File: src/rtl/branch_cmp_pkg.sv
// ============================================================================
// branch_cmp_pkg : shared state encodings, defaults and flag resolution for
//                  the sequential branch comparator.
// Revision 1.0
// ============================================================================
`default_nettype none

package branch_cmp_pkg;

  localparam int unsigned DEF_WIDTH = 32;
  localparam int unsigned DEF_CHUNK = 8;

  typedef enum logic [1:0] {
    ST_IDLE    = 2'd0,
    ST_COMPARE = 2'd1,
    ST_DONE    = 2'd2
  } state_e;

  // Field order matches the mux6x1_1b input order.
  typedef struct packed {
    logic beq;
    logic bne;
    logic blt;
    logic bge;
    logic bltu;
    logic bgeu;
  } flags_t;

  function automatic flags_t resolve_flags(
    input logic differ,
    input logic ult,
    input logic sdiff,
    input logic a_msb
  );
    flags_t f;
    f = '0;
    if (!differ) begin
      f.beq  = 1'b1;
      f.bge  = 1'b1;
      f.bgeu = 1'b1;
    end else begin
      f.bne  = 1'b1;
      f.bltu = ult;
      f.bgeu = ~ult;
      // Opposite signs: the negative operand is the smaller one.
      f.blt  = sdiff ? a_msb : ult;
      f.bge  = ~f.blt;
    end
    return f;
  endfunction

endpackage

`default_nettype wire

File: src/rtl/chunk_cmp.sv
// ============================================================================
// chunk_cmp : combinational equality / unsigned less-than of one chunk.
// Revision 1.0
// ============================================================================
`default_nettype none

module chunk_cmp #(
  parameter int unsigned CHUNK = 8
) (
  input  logic [CHUNK-1:0] a,
  input  logic [CHUNK-1:0] b,
  output logic             eq,
  output logic             ult
);

  assign eq  = (a == b);
  assign ult = (a < b);

endmodule

`default_nettype wire

File: src/rtl/branch_cmp_seq.sv
// ============================================================================
// branch_cmp_seq : multi-cycle MSB-chunk-first operand comparator producing
//                  the six registered branch condition flags.
// Revision 1.0
// ============================================================================
`default_nettype none

module branch_cmp_seq
  import branch_cmp_pkg::*;
#(
  parameter int unsigned WIDTH = DEF_WIDTH,
  parameter int unsigned CHUNK = DEF_CHUNK
) (
  input  logic             clk,
  input  logic             reset,
  input  logic             start,
  input  logic [WIDTH-1:0] A,
  input  logic [WIDTH-1:0] B,
  output logic             busy,
  output logic             done,
  output logic             BEQ,
  output logic             BNE,
  output logic             BLT,
  output logic             BGE,
  output logic             BLTU,
  output logic             BGEU
);

  localparam int unsigned NCHUNK = WIDTH / CHUNK;
  localparam int unsigned IDXW   = (NCHUNK > 1) ? $clog2(NCHUNK) : 1;
  localparam logic [IDXW-1:0] IDX_TOP = IDXW'(NCHUNK - 1);

  state_e          state_q;
  logic [WIDTH-1:0] a_q;
  logic [WIDTH-1:0] b_q;
  logic [IDXW-1:0]  idx_q;
  logic             sdiff_q;
  logic             busy_q;
  logic             done_q;
  flags_t           flags_q;
  flags_t           flags_d;

  logic [CHUNK-1:0] a_chunks [NCHUNK];
  logic [CHUNK-1:0] b_chunks [NCHUNK];
  logic             chunk_eq;
  logic             chunk_ult;

  for (genvar gi = 0; gi < NCHUNK; gi++) begin : g_chunk
    assign a_chunks[gi] = a_q[gi*CHUNK +: CHUNK];
    assign b_chunks[gi] = b_q[gi*CHUNK +: CHUNK];
  end

  chunk_cmp #(
    .CHUNK (CHUNK)
  ) u_chunk_cmp (
    .a   (a_chunks[idx_q]),
    .b   (b_chunks[idx_q]),
    .eq  (chunk_eq),
    .ult (chunk_ult)
  );

  assign flags_d = resolve_flags(~chunk_eq, chunk_ult, sdiff_q, a_q[WIDTH-1]);

  always_ff @(posedge clk or posedge reset) begin
    if (reset) begin
      state_q <= ST_IDLE;
      a_q     <= '0;
      b_q     <= '0;
      idx_q   <= '0;
      sdiff_q <= 1'b0;
      busy_q  <= 1'b0;
      done_q  <= 1'b0;
      flags_q <= '0;
    end else begin
      done_q <= 1'b0;
      case (state_q)
        ST_IDLE: begin
          if (start) begin
            a_q     <= A;
            b_q     <= B;
            idx_q   <= IDX_TOP;
            sdiff_q <= A[WIDTH-1] ^ B[WIDTH-1];
            busy_q  <= 1'b1;
            state_q <= ST_COMPARE;
          end
        end
        ST_COMPARE: begin
          // Decided either by the first differing chunk or by exhausting all chunks.
          if (!chunk_eq || (idx_q == '0)) begin
            flags_q <= flags_d;
            done_q  <= 1'b1;
            state_q <= ST_DONE;
          end else begin
            idx_q <= idx_q - 1'b1;
          end
        end
        ST_DONE: begin
          busy_q  <= 1'b0;
          state_q <= ST_IDLE;
        end
        default: begin
          busy_q  <= 1'b0;
          state_q <= ST_IDLE;
        end
      endcase
    end
  end

  assign busy = busy_q;
  assign done = done_q;
  assign BEQ  = flags_q.beq;
  assign BNE  = flags_q.bne;
  assign BLT  = flags_q.blt;
  assign BGE  = flags_q.bge;
  assign BLTU = flags_q.bltu;
  assign BGEU = flags_q.bgeu;

endmodule

`default_nettype wire

File: config.mk
export PLATFORM = sky130hd
export DESIGN_NAME = branch_cmp_seq
export DESIGN_NICKNAME = d
export VERILOG_FILES = /design/src/rtl/branch_cmp_pkg.sv /design/src/rtl/chunk_cmp.sv /design/src/rtl/branch_cmp_seq.sv
export SDC_FILE = /design/constraint.sdc
export NUM_CORES = 1
export LEC_CHECK = 0
export ABC_AREA = 1
export CORE_ASPECT_RATIO = 1.4
export CORE_UTILIZATION = 40
export DETAILED_ROUTE_END_ITERATION = 8
export DONT_BUFFER_PORTS = 1
export HOLD_SLACK_MARGIN = 0.1
export PLACE_DENSITY_LB_ADDON = 0.12
export SYNTH_ARGS = -nofsm -noshare
export SYNTH_HDL_FRONTEND = slang
export SYNTH_SLANG_ARGS = --single-unit
File: constraint.sdc
create_clock -name clk -period 6.5 [get_ports clk]
set_clock_uncertainty 0.05 [all_clocks]
set_input_delay 1.625 -clock clk [delete_from_list [all_inputs] [get_ports clk]]
set_output_delay 1.625 -clock clk [all_outputs]
set_load 0.005 [all_outputs]
==> results of run 1 <==
metal layers:
| layer | share of wire, % | vias up | wire length [um] | global-route usage, % |
|---|---|---|---|---|
| met2 | 48 | 64 | 3916 | 29.81 |
| met4 | 2.5 | 0 | 203 | 10.53 |
| met5 | 0 | - | 0 | 0 |
| li1 | - | 1401 | - | - |
| met1 | 46 | 1275 | 3737 | 26.48 |
| met3 | 4.0 | 12 | 328 | 3.108 |
final timing paths:
| kind | endpoint | cells past startpoint |
|---|---|---|
| worst max-delay path | idx_q[0] | 10 |
| worst min-delay path | a_q[20] | 2 |
| worst max register to register | idx_q[0] | 10 |
| worst min register to register | a_q[20] | 2 |
| max in group asynchronous | b_q[22] | 2 |
| min in group asynchronous | a_q[9] | 2 |
power groups by stage:
stage / clock network [W] / logic, W / registers [W]
floorplan: 0 / 0.000703 / 0.000786
global placement: 0 / 0.000782 / 0.000886
detailed placement: 0 / 0.000806 / 0.000878
CTS: 0.000454 / 0.000811 / 0.000874
global route: 0.000473 / 0.000937 / 0.000907
finish: 0.000438 / 0.000795 / 0.000871
cells by family (layout without fill, tap and decap cells):
| logic type | count (synthesis) | in the layout |
|---|---|---|
| simple gates | 256 | 256 |
| flops | 77 | 77 |
| compound gates | 65 | 65 |
| buf+inv | 45 | 40 |
| fa+ha+maj | 9 | 9 |
cell usage after synthesis, drive strengths merged:
library cell,count
inv,23
dfrtp,77
buf,18
clkbuf,4
nand2,212
o221ai,1
nand4,1
a21o,1
o22ai,8
a32o,1
a21oi,12
o21ai,42
ha,9
nor2,41
nand3,2
critical path, cell delays in order (launching register included):
cell and delay (ps):
dfrtp_1 970, inv_1 660, o21ai_0 390, a21oi_1 110
ha_1 330, nand2_1 100, nor2_4 170, nand4_1 100
nand2_1 130, o21ai_0 110, o21ai_0 120
sequential cells by signal (all words and copies together) (netlist names):
signal,count
sdiff_q,1
BEQ,1
BGE,1
idx_q,2
BLTU,1
busy,1
done,1
BLT,1
b_q,32
a_q,32
BGEU,1
state_q,2
BNE,1
metrics by stage:
step           std cells  setup slack, ps  area, um^2  util (%)
5_1_grt              552             2710        3879     44.54
6_report             552             3141        3879     44.54
4_1_cts              552             3164        3879     44.54
3_5_place_dp         536             3179        3625     41.62
2_1_floorplan        452             2858        3626         -
3_3_place_gp         536             3251        3625     41.62
final cells by class:
cell class	count	area (um^2)	area share (%)
Timing Repair Buffer	1	7.507	0.1935
Tap cell	105	131.4	3.387
Clock buffer	14	244.0	6.290
Sequential cell	77	1927	49.68
Inverter	23	88.84	2.290
Multi-Input combinational cell	330	1470	37.90
Clock inverter	2	10.01	0.2581
==> results.py, run 1 <==
metrics = {
    "synthesis": {
        "synth_warnings": 0,
        "synth_top_area_share_pct": 53.14,
        "yosysUniqueCellTypes": 26,
        "synthesis.instances": 452,
        "synth_fa_ha_area_share_pct": 3.106,
        "synth.avg_cell_area_um2": 8.022,
        "synth_area_mm2": 0.003626,
        "synth-simple-area-share_pct": 27.61,
        "synth_top_area_cell": "dfrtp_1",
        "ys_ff_latch": 77,
        "synthTopCellsByArea": "dfrtp_1, nand2_1, o21ai_0",
        "synth_top_family_by_area": "simple AND/OR/NAND/NOR gates",
        "synth-xor-area-share_pct": 0,
        "ys_seq_area_share_pct": 53.14,
        "synth_compound_area_share_pct": 9.834,
        "syn_nets": 528,
        "synth_mux_area_share_pct": 0,
    },
    "worst_setup_path": {
        "rrSetupSlack_ps": 3140,
        "crit_type": "reg2reg",
        "worstPathRequired_ps": 6690,
        "cp_max_fo": 38,
        "critPathLaunchType": "register",
        "critPathCaptureType": "register",
        "reg2reg_from": "idx_q[0]",
        "startpoint": "idx_q[0]",
        "worstPathArrival_ps": 3550,
    },
    "routing": {
        "first_pass_iters": 4,
        "wl_per_cell_um": 14.83,
        "vias_per_cell": 4.986,
        "drc": 0,
        "vias": 2752,
        "routed_wl_um": 8185,
        "ant_nets": 0,
        "drt_iter0_drc": 160,
    },
    "clock_network": {
        "clk_path_buf_depth": 2,
        "cts.clk_slew.worst_paths_ps": 60,
        "cts_resized": 0,
        "postCtsSetupRepairBufs": 0,
        "clk_latency_ps": 340,
        "cts_made_buffers": 9,
        "root_buffer": "clkbuf_16",
        "cts_hold_buf": 0,
        "cts_max_level": 3,
        "cts_tree": "built",
        "clock-sinks": 77,
    },
    "pwr": {
        "p_sw_share_pct": 40.82,
        "p_total_w": 0.002104,
        "power.leakage_nw": 2.010,
        "internal_power_w": 0.001245,
        "comb_power_share_pct": 37.8,
        "pwr-share-clk_pct": 20.8,
        "peakVddDrop_mv": 0.2154,
        "power.switching_w": 0.0008589,
        "power.density_mw_per_mm2": 542.4,
        "power_frac_seq_pct": 41.4,
    },
    "floorplanning": {
        "start_util_pct": 41.64,
        "fp.dieW_um": 82.47,
        "die_h_um": 114.7,
        "die_area_mm2": 0.009455,
        "io_pins": 75,
        "core-area_mm2": 0.008708,
        "rows": 40,
    },
    "sta": {
        "report.final.setup_viol": 0,
        "fin_setup_tns_ps": 0,
        "finalHoldViolCount": 0,
        "timing.final.crit_period_ps": 3359,
        "worst_pin_slew_ps": 959.3,
        "max_slew_margin_pct": 36.05,
        "drv_slew": 0,
        "min_period_over_period_pct": 51.67,
        "timing.fmax_mhz": 297.7,
        "whs_ps": 423.9,
        "rsz0062_at_grt": "no",
    },
    "min_path": {
        "hold_class": "reg2reg",
        "min_from": "a_q[20]",
    },
    "cells_and_area": {
        "fill_cells": 929,
        "drive_above_1_share_pct": 5.817,
        "diodes": 0,
        "areaGrowthSynthToFinish_pct": 6.970,
        "final_common_cell": "nand2_1",
        "fin_nets": 518,
        "most-common-layout-cells": "nand2_1, dfrtp_1, o21ai_0, nor2_1, inv_1",
    },
    "grt": {
        "grt.total_usage_pct": 19.62,
        "grt_max_degree": 78,
        "antenna_found_initial": 0,
        "grt_pass1_wl_um": 13440,
        "grt_pass1_vias": 2652,
        "grt.overflow.total": 0,
    },
    "outcome": {
        "outcome": "complete, no violations",
    },
    "job": {
        "drv_cap": 0,
    },
    "placement": {
        "port_buffers": 0,
        "dp_hpwl_um": 5716,
        "gp_congestion": 0.7711,
    },
}
No activity file was read; power rests on OpenSTA's default activity.
==> run 2, diff against run 1 <==
==> constraint.sdc (replaced) <==
create_clock -name clk -period 3.21 [get_ports clk]
set_clock_uncertainty 0.05 [all_clocks]
set_input_delay 0.8025 -clock clk [delete_from_list [all_inputs] [get_ports clk]]
set_output_delay 0.8025 -clock clk [all_outputs]
set_load 0.005 [all_outputs]
==> run 2 against run 1 <==
  * First-iteration DRC count rose by 33%
  * Die area did not move
  * Final area increased by 1.4%
  * Non-clock buffer count increased by 4
  * Critical path type unchanged
  * Maximum frequency grew 35%
  * Critical path depth grew 2
==> results.py, run 2 (synthesis gave the netlist of run 1 again) <==
metrics = {
    "outcome": {
        "outcome": "complete, no violations",
    },
    "worst_setup_path": {
        "crit_path_end": "BGEU",
        "r2r_end": "BGEU",
        "reg2reg_from": "idx_q[1]",
        "worstPathRequired_ps": 3390,
        "crit_cells": 12,
        "cp_top_family": "simple AND/OR/NAND/NOR gates",
        "critPathCaptureType": "register",
        "cpMostUsedCell": "inv_2",
        "worstPathCellList": "inv_2, o21ai_0, nor2_1, a21oi_1, ha_1, nand2_1, nor2_4, nand3_1, nand2_2, inv_2, o21ai_1, inv_1",
        "critPathSlowestCell": "dfrtp_1",
        "rrSetupSlack_ps": 730,
        "startpoint": "idx_q[1]",
        "r2r.worst_path.cells": 12,
        "critPathLaunchType": "register",
        "cp_max_fo": 19,
        "critPathMaxStageDelay_ps": 560,
        "crit_type": "reg2reg",
        "worstPathArrival_ps": 2660,
        "cp_num_buf_inv": 3,
    },
    "sta": {
        "worst_pin_slew_ps": 611.7,
        "timing.fmax_mhz": 402.7,
        "fin_setup_tns_ps": 0,
        "min_period_over_period_pct": 77.36,
        "drv_slew": 0,
        "timing.final.crit_period_ps": 2483,
        "report.final.setup_viol": 0,
        "max_slew_margin_pct": 59.22,
        "rsz0062_at_grt": "no",
        "finalHoldViolCount": 0,
    },
    "clock_network": {
        "cts.clk_slew.worst_paths_ps": 50,
        "cts_tree": "built",
        "cts_max_level": 3,
        "cts_made_buffers": 9,
        "clk_path_buf_depth": 2,
        "postCtsSetupRepairBufs": 0,
        "clk_latency_ps": 340,
        "clock-sinks": 77,
        "root_buffer": "clkbuf_16",
        "cts_resized": 0,
        "cts_hold_buf": 0,
    },
    "routing": {
        "first_pass_iters": 4,
        "wl_per_cell_um": 15.21,
        "drt_iter0_drc": 212,
        "drc": 0,
        "vias": 2779,
        "vias_per_cell": 5.007,
        "ant_nets": 0,
        "routed_wl_um": 8443,
    },
    "grt": {
        "grt_max_degree": 72,
        "grt_pass1_vias": 2807,
        "grt.overflow.total": 0,
        "grt_pass1_wl_um": 13920,
        "antenna_found_initial": 0,
        "grt.total_usage_pct": 20.23,
    },
    "pwr": {
        "peakVddDrop_mv": 0.5397,
        "power.density_mw_per_mm2": 1107,
        "p_total_w": 0.004355,
        "power.leakage_nw": 2.043,
    },
    "cells_and_area": {
        "most-common-layout-cells": "nand2_1, dfrtp_1, o21ai_0, nor2_1, inv_1",
        "drive_above_1_share_pct": 7.111,
        "fill_cells": 927,
        "fin_nets": 522,
        "final_common_cell": "nand2_1",
        "diodes": 0,
        "areaGrowthSynthToFinish_pct": 8.489,
        "reg_top3": "a_q (32), b_q (32)",
    },
    "min_path": {
        "hold_class": "in2async",
    },
    "floorplanning": {
        "io_pins": 75,
        "die_h_um": 114.7,
        "core-area_mm2": 0.008708,
        "die_area_mm2": 0.009455,
        "fp.dieW_um": 82.47,
        "rows": 40,
        "start_util_pct": 41.64,
    },
    "placement": {
        "dp_hpwl_um": 5984,
        "gp_congestion": 0.8199,
        "port_buffers": 0,
    },
    "job": {
        "drv_cap": 0,
    },
}
run 2: cell count changes in the layout (fill, tap and decap cells not counted):
cell	delta
clkinv_2	-1
clkbuf_8	+3
clkbuf_1	-3
buf_4	+4
run 2: worst min-delay path by stage:
stage	from	to	cells past startpoint
floorplan	b_q[16]	b_q[16]	2
CTS	reset	a_q[7]	1
finish	reset	busy	1
global placement	a_q[22]	a_q[22]	2
global route	reset	a_q[15]	1
detailed placement	a_q[22]	a_q[22]	2
run 2: where the power goes:
| part | internal, W | switching, W |
|---|---|---|
| registers | 0.00141 | 0.000283 |
| logic | 0.000614 | 0.00111 |
| clock network | 0.000581 | 0.000363 |
run 2: final cells by class:
type | instances | area (um^2) | share of cell area [%]
Timing Repair Buffer | 5 | 37.54 | 0.9542
Clock buffer | 14 | 274.0 | 6.966
Inverter | 23 | 88.84 | 2.258
Tap cell | 105 | 131.4 | 3.340
Clock inverter | 1 | 5.005 | 0.1272
Multi-Input combinational cell | 330 | 1470 | 37.37
Sequential cell | 77 | 1927 | 48.98
run 2: routing by layer:
metal,wire (um),vias up,track usage [%],part of all wire [%]
met5,0,-,0,0
met4,277,0,12.28,3.3
met3,354,16,3.426,4.2
met2,3954,65,30.52,47
met1,3858,1288,26.71,46
li1,-,1410,-,-
run 2: stage by stage:
step	setup WS, ps	util (%)	area [um^2]	instances	hold WS (ps)
floorplan	390.8	-	3626	452	393.6
global placement	713.5	41.97	3655	540	406.8
detailed placement	696.2	41.97	3655	540	411.7
CTS	683.7	45.17	3934	555	287.0
global route	431.7	45.17	3934	555	310.3
finish	726.8	45.17	3934	555	288.7
==> run 3, diff against run 2 <==
==> constraint.sdc (replaced) <==
create_clock -name clk -period 2.3 [get_ports clk]
set_clock_uncertainty 0.05 [all_clocks]
set_input_delay 0.575 -clock clk [delete_from_list [all_inputs] [get_ports clk]]
set_output_delay 0.575 -clock clk [all_outputs]
set_load 0.005 [all_outputs]
==> run 3 against run 2 <==
  * Sequential power rose by 40%
  * Critical path depth rose by 1
  * Highest routed layer unchanged
  * Final area rose by 3.8%
  * Worst setup slack got worse by 570 ps
  * Final cell count rose by 1.8%
==> results.py, run 3 (synthesis gave the netlist of run 1 again) <==
metrics = {
    "cells_and_area": {
        "final_common_cell": "nand2_1",
        "stdcell_count": 565,
        "fin_area_mm2": 0.004085,
        "areaGrowthSynthToFinish_pct": 12.66,
        "fin_nets": 532,
        "reg_top3": "a_q (32), b_q (32)",
        "diodes": 0,
        "seqCellArea_mm2": 0.001928,
        "final_core_util_pct": 46.91,
        "fill_cells": 890,
        "most-common-layout-cells": "nand2_1, dfrtp_1, nor2_1, o21ai_0, inv_1",
        "multi_input_area_mm2": 0.001493,
        "drive_above_1_share_pct": 10.00,
    },
    "grt": {
        "grt.overflow.total": 0,
        "grt.total_usage_pct": 20.13,
        "grt_max_degree": 39,
        "antenna_found_initial": 0,
        "grt_pass1_wl_um": 13830,
        "grt_pass1_vias": 2693,
    },
    "placement": {
        "port_buffers": 0,
        "gp_congestion": 0.7901,
        "dp_hpwl_um": 6064,
        "dpl.cell_count": 547,
        "place_area_mm2": 0.003736,
        "dp_slack_ps": 133.5,
    },
    "clock_network": {
        "cts_hold_buf": 0,
        "cts_tree": "built",
        "cts_max_level": 3,
        "clock-sinks": 77,
        "cts.clk_slew.worst_paths_ps": 60,
        "cts_made_buffers": 9,
        "clk_path_buf_depth": 2,
        "clk_latency_ps": 330,
        "root_buffer": "clkbuf_16",
    },
    "routing": {
        "drc": 0,
        "ant_nets": 0,
        "routed_wl_um": 8493,
        "vias_per_cell": 4.956,
        "drt_iter0_drc": 172,
        "first_pass_iters": 4,
        "wl_per_cell_um": 15.03,
        "vias": 2800,
    },
    "worst_setup_path": {
        "worstPathCellList": "inv_2, buf_6, o21ai_0, nor2_1, a21oi_1, ha_1, nand2_1, nor2_4, nand3_1, nand2_2, inv_2, o21ai_1, inv_1",
        "crit_type": "reg2reg",
        "worstPathArrival_ps": 2320,
        "critPathMaxStageDelay_ps": 440,
        "worstPathRequired_ps": 2470,
        "critPathSlowestCell": "dfrtp_2",
        "cp_top_family": "simple AND/OR/NAND/NOR gates",
        "critPathCaptureType": "register",
        "cpMostUsedCell": "inv_2",
        "cp_num_buf_inv": 4,
        "critPathLaunchType": "register",
        "cp_max_fo": 15,
    },
    "floorplanning": {
        "core-area_mm2": 0.008708,
        "fp.dieW_um": 82.47,
        "die_area_mm2": 0.009455,
        "rows": 40,
        "die_h_um": 114.7,
        "start_util_pct": 41.64,
        "io_pins": 75,
    },
    "sta": {
        "finalHoldViolCount": 0,
        "finalWorstSetupSlack_ps": 155.3,
        "timing.fmax_mhz": 466.3,
        "report.final.setup_viol": 0,
        "worst_pin_slew_ps": 576.5,
        "timing.final.crit_period_ps": 2145,
        "fin_setup_tns_ps": 0,
        "max_slew_margin_pct": 61.49,
        "rsz0062_at_grt": "no",
        "min_period_over_period_pct": 93.25,
        "drv_slew": 0,
    },
    "pwr": {
        "pwr-share-clk_pct": 21.9,
        "power_frac_seq_pct": 36.8,
        "internal_power_w": 0.003856,
        "p_sw_share_pct": 39.95,
        "peakVddDrop_mv": 0.7189,
        "power.leakage_nw": 2.105,
        "power.switching_w": 0.002566,
        "comb_power_share_pct": 41.3,
        "power.density_mw_per_mm2": 1572,
    },
    "job": {
        "drv_cap": 0,
    },
    "min_path": {
        "hold_class": "in2async",
    },
    "outcome": {
        "outcome": "complete, no violations",
    },
}
run 3: metal layers:
| metal | vias up | global-route usage, % | part of all wire, % |
|---|---|---|---|
| met3 | 7 | 5.418 | 5.0 |
| met1 | 1279 | 28.29 | 48 |
| met5 | - | 0 | 0 |
| met2 | 77 | 29.48 | 46 |
| li1 | 1437 | - | - |
| met4 | 0 | 7.251 | 1.3 |
run 3: worst register-to-register path: stages, from the launching register on:
cell,delay [ps]
dfrtp_2,440
inv_2,100
buf_6,160
o21ai_0,90
nor2_1,110
a21oi_1,50
ha_1,300
nand2_1,100
nor2_4,160
nand3_1,110
nand2_2,120
inv_2,60
o21ai_1,130
inv_1,50
run 3: layout make-up:
cell class	instances	area share, %
sequential	77	47.20
timing repair buffer	15	3.583
inverter	23	2.266
multi-input combinational	330	36.54
clock inverter	1	0.7351
clock buffer	14	6.462
tap	105	3.216
run 3: through the flow:
stage	hold WS (ps)	total power, W
floorplan	393.6	0.004209
global placement	409.9	0.004821
detailed placement	410.7	0.004873
CTS	127.3	0.006317
global route	141.9	0.007017
finish	117.2	0.006422
run 3: path summary, 6_finish.rpt:
| check | start | endpoint | slack [ps] | cells past startpoint |
|---|---|---|---|---|
| max | idx_q[0] | BGEU | 160 | 13 |
| min | reset | sdiff_q | 120 | 1 |
| max reg2reg | idx_q[0] | BGEU | 160 | 13 |
| min reg2reg | a_q[19] | a_q[19] | 420 | 2 |
| max in group asynchronous | reset | b_q[0] | 1550 | 2 |
| min in group clk | B[22] | b_q[22] | 300 | 2 |
run 3: power groups by stage:
stage / registers [W] / logic (W) / clock network (W)
after floorplan: 0.00222 / 0.00199 / 0
after global routing: 0.00245 / 0.00308 / 0.00149
after CTS: 0.00237 / 0.00251 / 0.00144
final: 0.00236 / 0.00265 / 0.00141
after global placement: 0.00238 / 0.00244 / 0
after detailed placement: 0.00238 / 0.00250 / 0
run 3: what timing repair did:
item,CTS,global route
gates resized for setup,0,14
setup buffers,0,2
setup endpoints to repair,0,4
